<file path="src/rtl/fifo_rd_pkg.sv">
`default_nettype none
// ============================================================================
// Module      : fifo_rd_pkg
// Description : Shared definitions for the async FIFO read-domain arbiter.
//               State encoding for the arbiter FSM, default requester and
//               burst sizing, and the FIFO geometry that the read-side logic
//               is built around (8 entries, 4-bit Gray/binary pointers).
// Revision    : 1.0 - initial release
// ============================================================================
package fifo_rd_pkg;

  typedef enum logic [0:0] {
    IDLE  = 1'b0,
    BURST = 1'b1
  } rd_arb_state_e;

  localparam int FIFO_RD_NUM_REQ   = 4;
  localparam int FIFO_RD_MAX_BURST = 4;
  localparam int FIFO_DEPTH        = 8;
  // One extra pointer bit beyond log2(depth) distinguishes full from empty.
  localparam int FIFO_PTR_W        = 4;

endpackage
`default_nettype wire

</file>
<file path="src/rtl/fifo_rd_arbiter_rr_pick.sv">
`default_nettype none
// ============================================================================
// Module      : rr_pick
// Description : Combinational round-robin selector. Searches req upward from
//               last+1, wrapping modulo NUM_REQ, and returns the first set
//               bit as a one-hot vector and as an encoded index. When req is
//               all zero, pick is zero and idx is zero.
// Ports       : req  [NUM_REQ-1:0] in  - request vector
//               last [ID_W-1:0]    in  - index granted most recently
//               pick [NUM_REQ-1:0] out - one-hot winner
//               idx  [ID_W-1:0]    out - encoded winner
// Revision    : 1.0 - initial release
// ============================================================================
module rr_pick #(
  parameter int NUM_REQ = 4,
  parameter int ID_W    = 2
) (
  input  logic [NUM_REQ-1:0] req,
  input  logic [ID_W-1:0]    last,
  output logic [NUM_REQ-1:0] pick,
  output logic [ID_W-1:0]    idx
);

  always_comb begin
    logic            w_found;
    logic [ID_W-1:0] w_cand;
    pick    = '0;
    idx     = '0;
    w_found = 1'b0;
    w_cand  = '0;
    // Offsets 1..NUM_REQ: offset NUM_REQ lands back on last itself, so a lone
    // requester is re-granted once everyone else has been considered.
    for (int i = 1; i <= NUM_REQ; i++) begin
      w_cand = ID_W'((int'(last) + i) % NUM_REQ);
      if (!w_found && req[w_cand]) begin
        w_found      = 1'b1;
        pick[w_cand] = 1'b1;
        idx          = w_cand;
      end
    end
  end

endmodule
`default_nettype wire

</file>
<file path="src/rtl/fifo_rd_arbiter.sv">
`default_nettype none
// ============================================================================
// Module      : fifo_rd_arbiter
// Description : Shares the read port of the 8-deep async FIFO among NUM_REQ
//               requesters. Round-robin grants of bounded bursts (up to
//               MAX_BURST reads); the read enable is never asserted while the
//               FIFO is empty. A registered valid strobe tagged with the
//               owning requester follows each read by one cycle.
// Ports       : rd_clk      in  - read-domain clock
//               reset       in  - synchronous, active-high
//               req         in  - per-requester level request
//               f_empty     in  - FIFO empty flag
//               gnt         out - one-hot registered grant
//               rd_en       out - FIFO read enable
//               rd_valid    out - read data valid (rd_en delayed one cycle)
//               rd_valid_id out - requester owning the rd_valid beat
//               busy        out - burst in progress
//               rd_count    out - (FIFO_RD_ARB_STATS_EN) wrapping read count
//               starve      out - (FIFO_RD_ARB_STATS_EN) per-requester flag
// Options     : define FIFO_RD_ARB_STATS_EN to add rd_count / starve.
// Revision    : 1.0 - initial release
// ============================================================================
module fifo_rd_arbiter
  import fifo_rd_pkg::*;
#(
  parameter int NUM_REQ   = FIFO_RD_NUM_REQ,
  parameter int ID_W      = 2,
  parameter int MAX_BURST = FIFO_RD_MAX_BURST
) (
  input  logic               rd_clk,
  input  logic               reset,
  input  logic [NUM_REQ-1:0] req,
  input  logic               f_empty,
  output logic [NUM_REQ-1:0] gnt,
  output logic               rd_en,
  output logic               rd_valid,
  output logic [ID_W-1:0]    rd_valid_id,
  output logic               busy
`ifdef FIFO_RD_ARB_STATS_EN
  ,
  output logic [15:0]        rd_count,
  output logic [NUM_REQ-1:0] starve
`endif
);

  localparam int              CNT_W     = $clog2(MAX_BURST + 1);
  localparam logic [CNT_W-1:0] CNT_LIMIT = CNT_W'(MAX_BURST);

  rd_arb_state_e      state_q, state_d;
  logic [NUM_REQ-1:0] gnt_q, gnt_d;
  logic [ID_W-1:0]    last_q, last_d;
  logic [CNT_W-1:0]   count_q, count_d;
  logic               rd_valid_q;
  logic [ID_W-1:0]    rd_valid_id_q;

  logic [NUM_REQ-1:0] pick;
  logic [ID_W-1:0]    pick_idx;

  rr_pick #(
    .NUM_REQ (NUM_REQ),
    .ID_W    (ID_W)
  ) u_rr_pick (
    .req  (req),
    .last (last_q),
    .pick (pick),
    .idx  (pick_idx)
  );

  always_comb begin
    state_d = state_q;
    gnt_d   = gnt_q;
    last_d  = last_q;
    count_d = count_q;
    // gnt_q is zero outside BURST, so the owner check alone suffices there;
    // the state term keeps intent explicit.
    rd_en   = (state_q == BURST) && (|(gnt_q & req)) && !f_empty;
    case (state_q)
      IDLE: begin
        if ((|req) && !f_empty) begin
          state_d = BURST;
          gnt_d   = pick;
          last_d  = pick_idx;
          count_d = '0;
        end
      end
      BURST: begin
        if (rd_en) begin
          count_d = count_q + CNT_W'(1);
        end
        // A cycle without a read means the owner dropped req or the FIFO ran
        // dry; either way the burst is over. Dropping to gnt=0 for a cycle
        // guarantees an IDLE gap between owners.
        if (!rd_en || (count_d == CNT_LIMIT)) begin
          state_d = IDLE;
          gnt_d   = '0;
        end
      end
      default: begin
        state_d = IDLE;
        gnt_d   = '0;
      end
    endcase
  end

  always_ff @(posedge rd_clk) begin
    if (reset) begin
      state_q       <= IDLE;
      gnt_q         <= '0;
      last_q        <= ID_W'(NUM_REQ - 1);
      count_q       <= '0;
      rd_valid_q    <= 1'b0;
      rd_valid_id_q <= '0;
    end else begin
      state_q    <= state_d;
      gnt_q      <= gnt_d;
      last_q     <= last_d;
      count_q    <= count_d;
      rd_valid_q <= rd_en;
      // During a burst last_q is the encoded grant.
      if (rd_en) begin
        rd_valid_id_q <= last_q;
      end
    end
  end

  assign gnt         = gnt_q;
  assign rd_valid    = rd_valid_q;
  assign rd_valid_id = rd_valid_id_q;
  assign busy        = (state_q == BURST);

`ifdef FIFO_RD_ARB_STATS_EN
  localparam int STARVE_LIM = 4 * MAX_BURST;
  localparam int WAIT_W     = $clog2(STARVE_LIM + 1);

  logic [15:0] rd_count_q;

  always_ff @(posedge rd_clk) begin
    if (reset) begin
      rd_count_q <= '0;
    end else if (rd_en) begin
      rd_count_q <= rd_count_q + 16'd1;
    end
  end

  assign rd_count = rd_count_q;

  for (genvar g = 0; g < NUM_REQ; g++) begin : g_starve
    logic [WAIT_W-1:0] wait_cnt_q, wait_cnt_d;
    logic              starve_q;

    // Counts consecutive cycles of unserved request, saturating at the limit.
    always_comb begin
      wait_cnt_d = '0;
      if (req[g] && !gnt_q[g]) begin
        wait_cnt_d = (wait_cnt_q == WAIT_W'(STARVE_LIM)) ? wait_cnt_q
                                                          : wait_cnt_q + WAIT_W'(1);
      end
    end

    always_ff @(posedge rd_clk) begin
      if (reset) begin
        wait_cnt_q <= '0;
        starve_q   <= 1'b0;
      end else begin
        wait_cnt_q <= wait_cnt_d;
        starve_q   <= gnt_q[g] ? 1'b0
                               : (starve_q | (wait_cnt_d == WAIT_W'(STARVE_LIM)));
      end
    end

    assign starve[g] = starve_q;
  end
`endif

endmodule
`default_nettype wire

</file>
<file path="config.mk">
export PLATFORM = sky130hd
export DESIGN_NAME = fifo_rd_arbiter
export DESIGN_NICKNAME = d
export VERILOG_FILES = /design/src/rtl/fifo_rd_pkg.sv /design/src/rtl/fifo_rd_arbiter_rr_pick.sv /design/src/rtl/fifo_rd_arbiter.sv
export SDC_FILE = /design/constraint.sdc
export NUM_CORES = 1
export LEC_CHECK = 0
export BUFFER_PORTS_ARGS = -buffer_cell sky130_fd_sc_hd__buf_2
export CORE_UTILIZATION = 40
export DETAILED_ROUTE_END_ITERATION = 8
export SLEW_MARGIN = 0
export SYNTH_ARGS = -nofsm -noshare
export SYNTH_HDL_FRONTEND = slang
export SYNTH_HIERARCHICAL = 1
export SYNTH_SLANG_ARGS = --single-unit
</file>
<file path="constraint.sdc">
create_clock -name rd_clk -period 3.3 [get_ports rd_clk]
set_clock_uncertainty 0.1 [all_clocks]
set_input_delay 0.66 -clock rd_clk [delete_from_list [all_inputs] [get_ports rd_clk]]
set_output_delay 0.66 -clock rd_clk [all_outputs]
set_load 0.1 [all_outputs]
</file>
---- Yosys cells after proc, flatten, opt, wreduce, memory -nomap -nowiden ----
Index checks and enable logic that the tools add are counted.
word-level totals
  flip-flop bits (word level) ............. 13
  input port bits ......................... 7
  output and inout bits ................... 9
  word-level logic and storage cells ...... 84
cells by class
  add/sub/neg operators ................... 5
  magnitude comparators ................... 8
  eq/ne operators ......................... 3
  multiplexer cells ....................... 37
  bitwise logic cells ..................... 5
  reductions and logical operators ........ 20
operators by type and width
  kind                 number
  $mux 4               6
  $mux 1               13
  $lt 2x3->1 const B   4
  $or 4x4->4           3
  $logic_and 1x1->1    10
  $mux 3               3
  $bmux 1 s2           4
  $demux 1 s2          4
  $ge 2x1->1 const B   4
  $mux 2               4
  $pmux 4 s2           1
  $reduce_or 4->1      2
  $pmux 3 s2           1
  $logic_not 1->1      5
  $add 2x1->2 const B  2
  $add 2x2->2 const B  2
  $and 4x4->4          1
  $reduce_and 2->1     2
  $add 3x1->3 const B  1
  $eq 3x3->1 const B   1
  $ne 2x1->1 const B   1
  $ne 2x2->1 const B   1
  $pmux 1 s2           1
  $logic_or 1x1->1     1
  $not 1->1            1

---- Longest topological paths before layout ----
Gate-level depths: netlist of the first run.
  word-level depth ........................ 15
  gate-level depth with buffers ........... 10
  gate-level depth less buffers ........... 8

---- Modules after synthesis ----
The synthesis of the first run kept the hierarchy.
modules (own cells, without submodules)
  module           times used  cells each  area an instance (µm²)  seq. area each (µm²)
  fifo_rd_arbiter  1           54          549.3                   260.2
  rr_pick          1           68          543.0                   0.0

---- Worst setup path before layout of the first run ----
Ideal clock, no wire load.
  kind .................................... register to output
  start point ............................. reg gnt_q[2], in the netlist gnt[2]
  end point ............................... out rd_en
  arrival ................................. 1.891 ns
  data required time ...................... 2.540 ns
  path slack .............................. 0.649 ns
  stages on the path, launching flop included .. 4
  path buffers ............................ 0
  cells stage by stage .................... dfxtp_1 a22oi_1 a211o_2 clkinv_2
between the ends
  longest elaborated chain between the ends .. 4
RTL lines
  item                             RTL line                source
  start, declared                  fifo_rd_arbiter.sv:50   logic [NUM_REQ-1:0] gnt_q, gnt_d;
  start signal, assigned           fifo_rd_arbiter.sv:115  gnt_q <= gnt_d;
  $and 4x4->4                      fifo_rd_arbiter.sv:76   rd_en = (state_q == BURST) && (|(gnt_q & req)) && !f_empty;
  $reduce_or 4->1                  fifo_rd_arbiter.sv:76
  $logic_and 1x1->1 (2 in series)  fifo_rd_arbiter.sv:76
  end, declared                    fifo_rd_arbiter.sv:35   output logic rd_en,
Every way passes these cells.

---- Final worst setup path of the first run ----
  start point ............................. in req[2]
  end point ............................... out rd_en
between the ends
  longest elaborated chain between the ends .. 4
RTL lines
  item                             RTL line               source
  start, declared                  fifo_rd_arbiter.sv:32  input logic [NUM_REQ-1:0] req,
  $and 4x4->4                      fifo_rd_arbiter.sv:76
  $reduce_or 4->1                  fifo_rd_arbiter.sv:76
  $logic_and 1x1->1 (2 in series)  fifo_rd_arbiter.sv:76
Every way passes these cells.

==> run_results.csv, run 1 <==
group,metric,value,unit
yosys,syn-cell-area,0.001092,mm2
global_routing,grt_pass1_wl,3581,um
yosys,yosysSeqAreaShare,23.83,%
yosys,syn_avg_cell_area,8.953,um2
clock_network,cts_tree,"done",
worst_setup_path,start_kind,"primary input",
sta,slew_headroom,55.40,%
pwr,power.share.switching,41.41,%
yosys,synth_top_cell_area_share,23.83,%
yosys,synth-seq-cells,13,
floorplanning,core,0.002522,mm2
worst_setup_path,ff2ff_path_depth,7,
floorplanning,die_area,0.002944,mm2
placed_design,io_buffers,15,
hold_path,hp-start,"count_q[1]",
worst_setup_path,cp.required,2.54,ns
sta,hold_violations,0,
clock_network,cts_max_level,1,
yosys,synthMostInstantiatedCell,"nand2_1",
floorplanning,num_rows,18,
run,maxCapViolations,0,
yosys,synth_ff_type,"dfxtp_1",
pwr,total_power,0.4980,mW
sta,fmax,372.1,MHz
worst_setup_path,worstReg2RegEnd,"gnt[1]",
drt,drt_first_pass_iters,4,
drt,ant_nets,0,
sta,setup_violations,0,
drt,routed_via_density,5.970,
sta,fin_crit_sh,81.44,%
worst_setup_path,cp_max_fo,13,
floorplanning,initial_core_util,43.30,%
layout,drive_above_1_share,26.67,%
sta,drv_slew,0,
drt,routed_wl,2291,um
pwr,p_switching,0.2062,mW
yosys,ys_warn_count,6,
floorplanning,ios,16,
outcome,status,"finished, final reports clean",
sta,setup-tns-final,0,ns
global_routing,antenna_found_initial,0,
sta,grt_setup_unrepaired,"no",
yosys,yosys-top-cells-count,"nand2_1 (15), dfxtp_1 (13), ha_1 (9), nor2_1 (8)",
placed_design,preCtsSetupSlack,0.6170,ns
sta,period_needed,2.687,ns
floorplanning,die_h,54.26,um
hold_path,min_path_cells,2,
floorplanning,fp.dieW,54.26,um
clock_network,cts.clk_slew.worst_paths,0.08,ns
yosys,yosys.cell_types.count,44,
layout,area_delta_synth_final,7.904,%
clock_network,clock_sinks,13,
worst_setup_path,critical_path_class,"in2out",
worst_setup_path,r2r_slack,0.95,ns
pwr,ir_worst_vdd,0.2179,mV
pwr,p_per_area,422.5,mW/mm2
clock_network,cts_hold_buf,0,
clock_network,clockRootBuffer,"clkbuf_4",
global_routing,grt_usage,16.87,%
worst_setup_path,critPathCaptureType,"output pin",
clock_network,cts-resized-gates,0,
layout,antenna_cells,0,
drt,route.vias.total,985,
drt,routedWlPerCell,13.88,um
hold_path,min_path_type,"reg2reg",
clock_network,clkLatencyLatePin,0.28,ns
yosys,netlist_instances,122,
layout,register_area,260.3,um2
pwr,clkPwrFrac,20.0,%
layout,n_fill_cell,261,
clock_network,cts_setup_buffers,0,
drt,drc,0,
yosys,synth_edf_count,0,
pwr,power.internal,0.2918,mW
yosys,synth_nets,138,
placed_design,hpwl,1699,um
clock_network,cts_buffer_depth,2,
layout,final_core_util,46.73,%
pwr,combPwrFrac,45.2,%
layout,num-nets-final,152,
yosys,yosys-top-cells-area,"dfxtp_1 (24%), ha_1 (10%), nand2_1 (5.2%)",
pwr,power_frac_seq,34.8,%
drt,drtIter0Drc,31,
yosys,yosys.area.top_type,"dfxtp_1",
pwr,p_leak,0.5225,nW
sta,tightest_slew,0.6629,ns
global_routing,grt_pass1_vias,811,
worst_setup_path,critical_path_arrival,1.93,ns
global_routing,grt_overflow,0,
yosys,synthArstFlopShare,0,%
placed_design,place.gp.congestion,0.7929,
clock_network,cts-buffers-inserted,3,
sta,fin_ws,0.6126,ns
global_routing,grt_max_degree,21,
hold_path,hold_end,"count_q[1]",
worst_setup_path,timing.rr.start,"last_q[1]",
layout,multiInputGateArea,735.7,um2
-- cell usage in the layout (no fill, tap or decap), drive strengths merged --
master  synthesis  layout
nor4b           1       1
o31ai           1       1
and3            1       1
a21oi           3       3
or3b            1       1
clkbuf          1       3
dfxtp          13      13
inv             6       6
a221oi          2       2
nand3b          1       1
o211ai          2       2
o22ai           1       1
a211oi          1       1
o221a           1       1
a31o            2       2
nand3           1       1
or3             1       1
a2111o          1       1
nor3            2       2
a211o           1       1
clkinv          1       2
a221o           4       4
mux4            2       2
buf             7      17
mux2i           5       5
ha              9       9
a22o            4       4
nor3b           1       1
nor2            8       8
o32ai           1       1
o21ai           6       6
mux2            2       2
nand2          15      15
a22oi           5       5
and3b           1       1
nand4           1       1
xor2            1       1
nor4            2       2
nor2b           4       4
-- per-stage QoR --
stage / cell area [um2] / hold WS (ns) / instances
2_1_floorplan: 1092 / 0.3516 / 122
3_3_place_gp: 1151 / 0.3704 / 161
3_5_place_dp: 1151 / 0.3698 / 161
4_1_cts: 1179 / 0.3823 / 165
5_1_grt: 1179 / 0.4249 / 165
6_report: 1179 / 0.3774 / 165
-- cells by family (layout without fill, tap and decap cells) --
group,Yosys count,after routing,synth area share [%]
muxes,9,9,11.11
AOI/OAI and AO/OA,35,35,26.92
buffers and inverters,15,28,8.818
DFF,13,13,23.83
and+or+nand+nor,40,40,18.21
adders and majority gates,9,9,10.31
xor gates and xnor gates,1,1,0.8020
-- worst max-delay path: stages --
cell and delay, ns:
buf_2 0.20, a22oi_1 0.12, a211o_2 0.41, clkinv_2 0.10, buf_2 0.43
-- worst max path at each step --
stage | start | endpoint | slack (ns) | depth (start not counted)
after floorplan | gnt[2] | rd_en | 0.65 | 3
after global placement | req[2] | rd_en | 0.64 | 5
after detailed placement | req[2] | rd_en | 0.62 | 5
after CTS | req[2] | rd_en | 0.61 | 5
after global routing | req[2] | rd_en | 0.56 | 5
final | req[2] | rd_en | 0.61 | 5
-- sequential cells by signal, summed over array words and instances (netlist names) --
signal       flops
count_q          3
busy             1
last_q           2
gnt              4
rd_valid         1
rd_valid_id      2
-- layer usage --
metal  GRT usage [%]  vias to the layer above  wire length [um]  part of all wire [%]
met5               0                        -                 0                     0
met4           8.120                        0                40                   1.7
met3           2.500                        4                93                   4.1
met2           27.64                       33              1009                    44
met1           21.44                      466              1147                    50
li1                -                      482                 -                     -
-- final cells by class --
type,instances,share of cell area (%)
flip-flops and latches,13,22.08
multi-input cells,94,62.42
inverters,7,2.335
repair buffers,17,7.643
clock inverters,1,0.4246
well taps,30,3.185
clock buffers,3,1.911
-- power groups by stage --
stage | registers, mW | clock network [mW] | logic, mW
3_3_place_gp | 0.177 | 0 | 0.223
6_report | 0.173 | 0.0996 | 0.225
3_5_place_dp | 0.177 | 0 | 0.223
5_1_grt | 0.175 | 0.109 | 0.243
4_1_cts | 0.173 | 0.104 | 0.224
2_1_floorplan | 0.224 | 0 | 0.140
(Power assumes the default switching activity.)
==> run 2: changes to the inputs <==
==> constraint.sdc (replaced) <==
create_clock -name rd_clk -period 2.4 [get_ports rd_clk]
set_clock_uncertainty 0.1 [all_clocks]
set_input_delay 0.48 -clock rd_clk [delete_from_list [all_inputs] [get_ports rd_clk]]
set_output_delay 0.48 -clock rd_clk [all_outputs]
set_load 0.1 [all_outputs]
==> run 2 against run 1 <==
- first-iteration DRC count fell by 58%
- sequential power rose by 38%
- design area rose by 3.0%
- worst setup slack got worse by 0.34 ns
- sequential share of layout area fell by 0.23 points
- critical endpoint unchanged
- die area did not move
- clock power rose by 37%
- sequential cell count did not move
- combinational power rose by 42%
- non-clock buffer count rose by 2
- global-route usage rose by 0.88 points
- register-to-register slack got worse by 0.62 ns
==> run_results.csv, run 2 (synthesized netlist as in run 1, its figures left out) <==
group,metric,value,unit
floorplanning,die_area,0.002944,mm2
drt,drt_first_pass_iters,4,
hold_path,min_path_cells,2,
global_routing,grt_pass1_vias,847,
sta,slew_headroom,53.54,%
global_routing,grt_pass1_wl,3774,um
sta,hold_violations,0,
drt,ant_nets,0,
floorplanning,initial_core_util,43.30,%
pwr,ir_worst_vdd,0.3186,mV
layout,final_cells,167,
floorplanning,num_rows,18,
sta,setup-tns-final,0,ns
drt,routed_wl,2333,um
layout,num-nets-final,154,
worst_setup_path,critical_path_arrival,1.55,ns
drt,routedWlPerCell,13.97,um
worst_setup_path,cp.required,1.82,ns
layout,largest_register_ffs,4,
hold_path,min_path_type,"reg2reg",
worst_setup_path,critical_path_class,"in2out",
pwr,p_leak,0.5364,nW
worst_setup_path,start_kind,"primary input",
clock_network,cts_max_level,1,
placed_design,hpwl,1699,um
placed_design,placed_cells,163,
pwr,total_power,0.6954,mW
layout,area_delta_synth_final,11.11,%
global_routing,antenna_found_initial,0,
sta,fmax,470.6,MHz
floorplanning,die_h,54.26,um
drt,routed_via_density,5.754,
clock_network,cts-buffers-inserted,3,
clock_network,cts_tree,"done",
sta,drv_slew,0,
clock_network,cts_setup_buffers,0,
clock_network,cts_hold_buf,0,
worst_setup_path,ff2ff_path_depth,6,
clock_network,clockRootBuffer,"clkbuf_4",
clock_network,cts-resized-gates,0,
clock_network,clkLatencyLatePin,0.28,ns
layout,drive_above_1_share,30.66,%
sta,fin_ws,0.2750,ns
floorplanning,ios,16,
layout,final_common_cell,"nand2_1",
outcome,status,"finished, final reports clean",
pwr,p_per_area,573.0,mW/mm2
layout,design_area,0.001214,mm2
placed_design,place.gp.congestion,0.7728,
sta,fin_crit_sh,88.54,%
drt,route.vias.total,961,
worst_setup_path,cp_max_fo,13,
run,maxCapViolations,0,
layout,final_cell_mix,"nand2_1 (15), buf_2 (14), ha_1 (9), dfxtp_1 (9), nor2_1 (8)",
drt,drtIter0Drc,13,
sta,setup_violations,0,
placed_design,preCtsSetupSlack,0.2714,ns
global_routing,grt_usage,17.75,%
global_routing,grt_overflow,0,
worst_setup_path,critPathCaptureType,"output pin",
drt,drc,0,
floorplanning,fp.dieW,54.26,um
clock_network,cts.clk_slew.worst_paths,0.09,ns
clock_network,cts_buffer_depth,2,
sta,grt_setup_unrepaired,"no",
clock_network,clock_sinks,13,
sta,tightest_slew,0.6906,ns
placed_design,io_buffers,15,
sta,holdWs,0.3787,ns
floorplanning,core,0.002522,mm2
layout,final_core_util,48.12,%
sta,period_needed,2.125,ns
placed_design,place_area,0.001186,mm2
global_routing,grt_max_degree,21,
layout,antenna_cells,0,
[run 2: worst max-delay path: stages]
cell and delay, ns:
buf_2 0.21, a22oi_1 0.12, a211o_2 0.42, clkinv_2 0.13, buf_12 0.18
[run 2: final cells by class]
| type | instances | area (um2) |
|---|---|---|
| fill | 259 | 1309 |
| multi-input combinational | 94 | 735.7 |
| sequential | 13 | 265.3 |
| timing repair buffer | 19 | 120.1 |
| tap | 30 | 37.54 |
| inverter | 7 | 27.53 |
| clock buffer | 3 | 22.52 |
| clock inverter | 1 | 5.005 |
[run 2: final timing paths]
check / slack, ns / endpoint / start
max: 0.27 / rd_en / req[2]
min: 0.38 / count_q[1] / count_q[1]
max reg2reg: 0.33 / gnt[0] / last_q[0]
min reg2reg: 0.38 / count_q[1] / count_q[1]
[run 2: per-layer routing]
metal	up-vias	share of wire (%)	wire, um	global-route usage, %
li1	487	-	-	-
met1	453	50	1173	23.46
met2	19	45	1057	28.46
met3	2	3.0	69	2.500
met4	0	1.4	33	7.692
met5	-	0	0	0
[run 2: power breakdown]
part	switching, mW	internal (mW)	total (mW)
Clock	0.0747	0.0617	0.136
Combinational	0.201	0.119	0.320
Sequential	0.00871	0.230	0.238
Total	0.285	0.411	0.695
==> run 3: changes to the inputs <==
--- a/config.mk
+++ b/config.mk
@@ -11,5 +11,4 @@
 export SLEW_MARGIN = 0
 export SYNTH_ARGS = -nofsm -noshare
 export SYNTH_HDL_FRONTEND = slang
-export SYNTH_HIERARCHICAL = 1
 export SYNTH_SLANG_ARGS = --single-unit
==> run 3 against run 2 <==
- synthesized cell count shrank 17%
- design area shrank 5.7%
- critical path depth up 1
- register-to-register slack got worse by 0.15 ns
- worst setup slack got worse by 0.098 ns
- sequential power increased by 6%
- sequential cell count stayed put
- global-route usage is 1.3 points higher
- core utilization grew 3.1 points
- first-iteration DRC count shrank 15%
- via count shrank 14%
- non-clock buffer count unchanged
- critical path type is now reg2reg
- largest power group unchanged
==> run_results.csv, run 3 <==
group,metric,value,unit
yosys,synth_top_cell_area_share,27.05,%
sta,setup_violations,0,
drt,ant_nets,0,
yosys,syn-cell-area,962.2,um2
clock_network,cts_max_level,1,
floorplanning,num_rows,17,
floorplanning,die_h,51.05,um
layout,largest_register_ffs,4,
run,maxCapViolations,0,
clock_network,clkLatencyLatePin,0.28,ns
placed_design,place.gp.congestion,0.8219,
worst_setup_path,worstPathCellList,"inv_1, ha_1, mux4_1, or4_4, a21oi_1, a211o_1",
global_routing,antenna_found_initial,0,
yosys,synthArstFlopShare,0,%
clock_network,cts-resized-gates,0,
sta,fmax,449.8,MHz
worst_setup_path,startpoint,"last_q[0]",
yosys,synth-seq-cells,13,
worst_setup_path,cp.required,2.52,ns
sta,fin_crit_sh,92.63,%
drt,drt_first_pass_iters,4,
clock_network,clockRootBuffer,"clkbuf_4",
global_routing,grt_usage,19.02,%
global_routing,grt_max_degree,14,
floorplanning,initial_core_util,43.08,%
sta,period_needed,2.223,ns
floorplanning,ios,16,
worst_setup_path,worstReg2RegEnd,"gnt[2]",
yosys,yosys-top-cells-area,"dfxtp_1 (27%), ha_1 (12%), mux4_1 (5.5%)",
layout,final_core_util,51.26,%
yosys,ys_warn_count,0,
floorplanning,die_area,0.002606,mm2
worst_setup_path,crit_cells,6,
yosys,yosysSeqAreaShare,27.05,%
sta,slew_headroom,67.55,%
hold_path,min_path_cells,2,
worst_setup_path,critPathCaptureType,"register",
placed_design,preCtsSetupSlack,0.1518,ns
layout,drive_above_1_share,29.66,%
yosys,netlist_instances,101,
worst_setup_path,r2r_slack,0.18,ns
layout,antenna_cells,0,
drt,routed_wl,2129,um
global_routing,grt_pass1_vias,741,
worst_setup_path,worst-path-buf-inv,1,
drt,drc,0,
clock_network,cts.clk_slew.worst_paths,0.10,ns
pwr,p_per_area,713.9,mW/mm2
pwr,p_leak,0.4936,nW
clock_network,cts_setup_buffers,0,
outcome,status,"finished, final reports clean",
yosys,syn_avg_cell_area,9.526,um2
sta,fin_ws,0.1770,ns
hold_path,hp-start,"rd_valid_id[0]",
worst_setup_path,critical-path-top-delay-family,"simple AND/OR/NAND/NOR gates",
worst_setup_path,critical_path_arrival,2.34,ns
yosys,synth_nets,117,
layout,final_common_cell,"buf_2",
hold_path,min_path_type,"reg2reg",
sta,grt_setup_unrepaired,"no",
drt,route.vias.total,831,
layout,final_cell_mix,"buf_2 (14), ha_1 (9), nand2_1 (8), dfxtp_1 (8)",
yosys,synthMostInstantiatedCell,"dfxtp_1",
drt,routed_via_density,5.692,
clock_network,cts_hold_buf,0,
yosys,yosys.area.top_type,"dfxtp_1",
hold_path,hold_end,"rd_valid_id[0]",
sta,tightest_slew,0.4901,ns
sta,drv_slew,0,
global_routing,grt_overflow,0,
worst_setup_path,crit_slowest_cell,"or4_4",
clock_network,cts-buffers-inserted,3,
clock_network,cts_buffer_depth,2,
worst_setup_path,critPathMaxStageDelay,0.48,ns
yosys,yosys.cell_types.count,35,
worst_setup_path,critical_path_class,"reg2reg",
placed_design,io_buffers,15,
layout,area_delta_synth_final,18.99,%
worst_setup_path,start_kind,"register",
placed_design,hpwl,1604,um
yosys,yosys-top-cells-count,"dfxtp_1 (13), ha_1 (9), a21oi_1 (8), nand2_1 (8), nor2_1 (7)",
worst_setup_path,cp_max_fo,6,
floorplanning,fp.dieW,51.05,um
yosys,synth_ff_type,"dfxtp_1",
drt,routedWlPerCell,14.58,um
sta,setup-tns-final,0,ns
floorplanning,core,0.002233,mm2
pwr,ir_worst_vdd,0.3520,mV
clock_network,cts_tree,"done",
yosys,synth_edf_count,0,
worst_setup_path,timing.rr.start,"last_q[0]",
drt,drtIter0Drc,11,
global_routing,grt_pass1_wl,3532,um
worst_setup_path,ff2ff_path_depth,6,
layout,num-nets-final,135,
sta,holdWs,0.3983,ns
clock_network,clock_sinks,13,
sta,hold_violations,0,
[run 3: cell families after synthesis]
logic type / synth area share (%)
buffers and inverters: 5.201
AOI/OAI and AO/OA: 22.89
and+or+nand+nor: 17.04
DFF: 27.05
muxes: 14.30
xor gates and xnor gates: 1.821
adders and majority gates: 11.70
[run 3: where the power goes]
group	internal [mW]	switching (mW)	leakage, nW
Clock	0.0644	0.0783	0.0150
Sequential	0.238	0.0153	0.109
Combinational	0.158	0.264	0.369
Total	0.460	0.357	0.494
[run 3: worst min-delay path, cell delays in order (launching register included)]
cell and delay (ns):
dfxtp_1 0.33, mux2i_1 0.06, nor2_1 0.07
[run 3: metal layers]
metal / share of wire, % / track usage [%]
met1: 48 / 26.70
met2: 46 / 27.19
met3: 4.7 / 3.869
met4: 1.2 / 9.722
met5: 0 / 0
[run 3: through the flow]
step / total power, mW / instances / instance area (um2)
detailed placement: 0.6812 / 142 / 1119
global placement: 0.6779 / 142 / 1119
floorplan: 0.6033 / 101 / 1011
finish: 0.8174 / 146 / 1145
CTS: 0.8264 / 146 / 1145
global route: 0.8743 / 146 / 1145
[run 3: layout make-up]
cell class                 instances  area [um2]
clock buffer                       4       26.28
fill                             238        1089
inverter                           3       11.26
multi-input combinational         79       673.1
sequential                        13       279.0
tap                               28       35.03
timing repair buffer              19       120.1
[run 3: worst max path at each step]
| stage | end | slack [ns] |
|---|---|---|
| after global routing | gnt[2] | 0.04 |
| final | gnt[2] | 0.18 |
| after floorplan | gnt[0] | -0.08 |
| after global placement | gnt[3] | 0.15 |
| after CTS | gnt[2] | 0.16 |
| after detailed placement | gnt[2] | 0.15 |
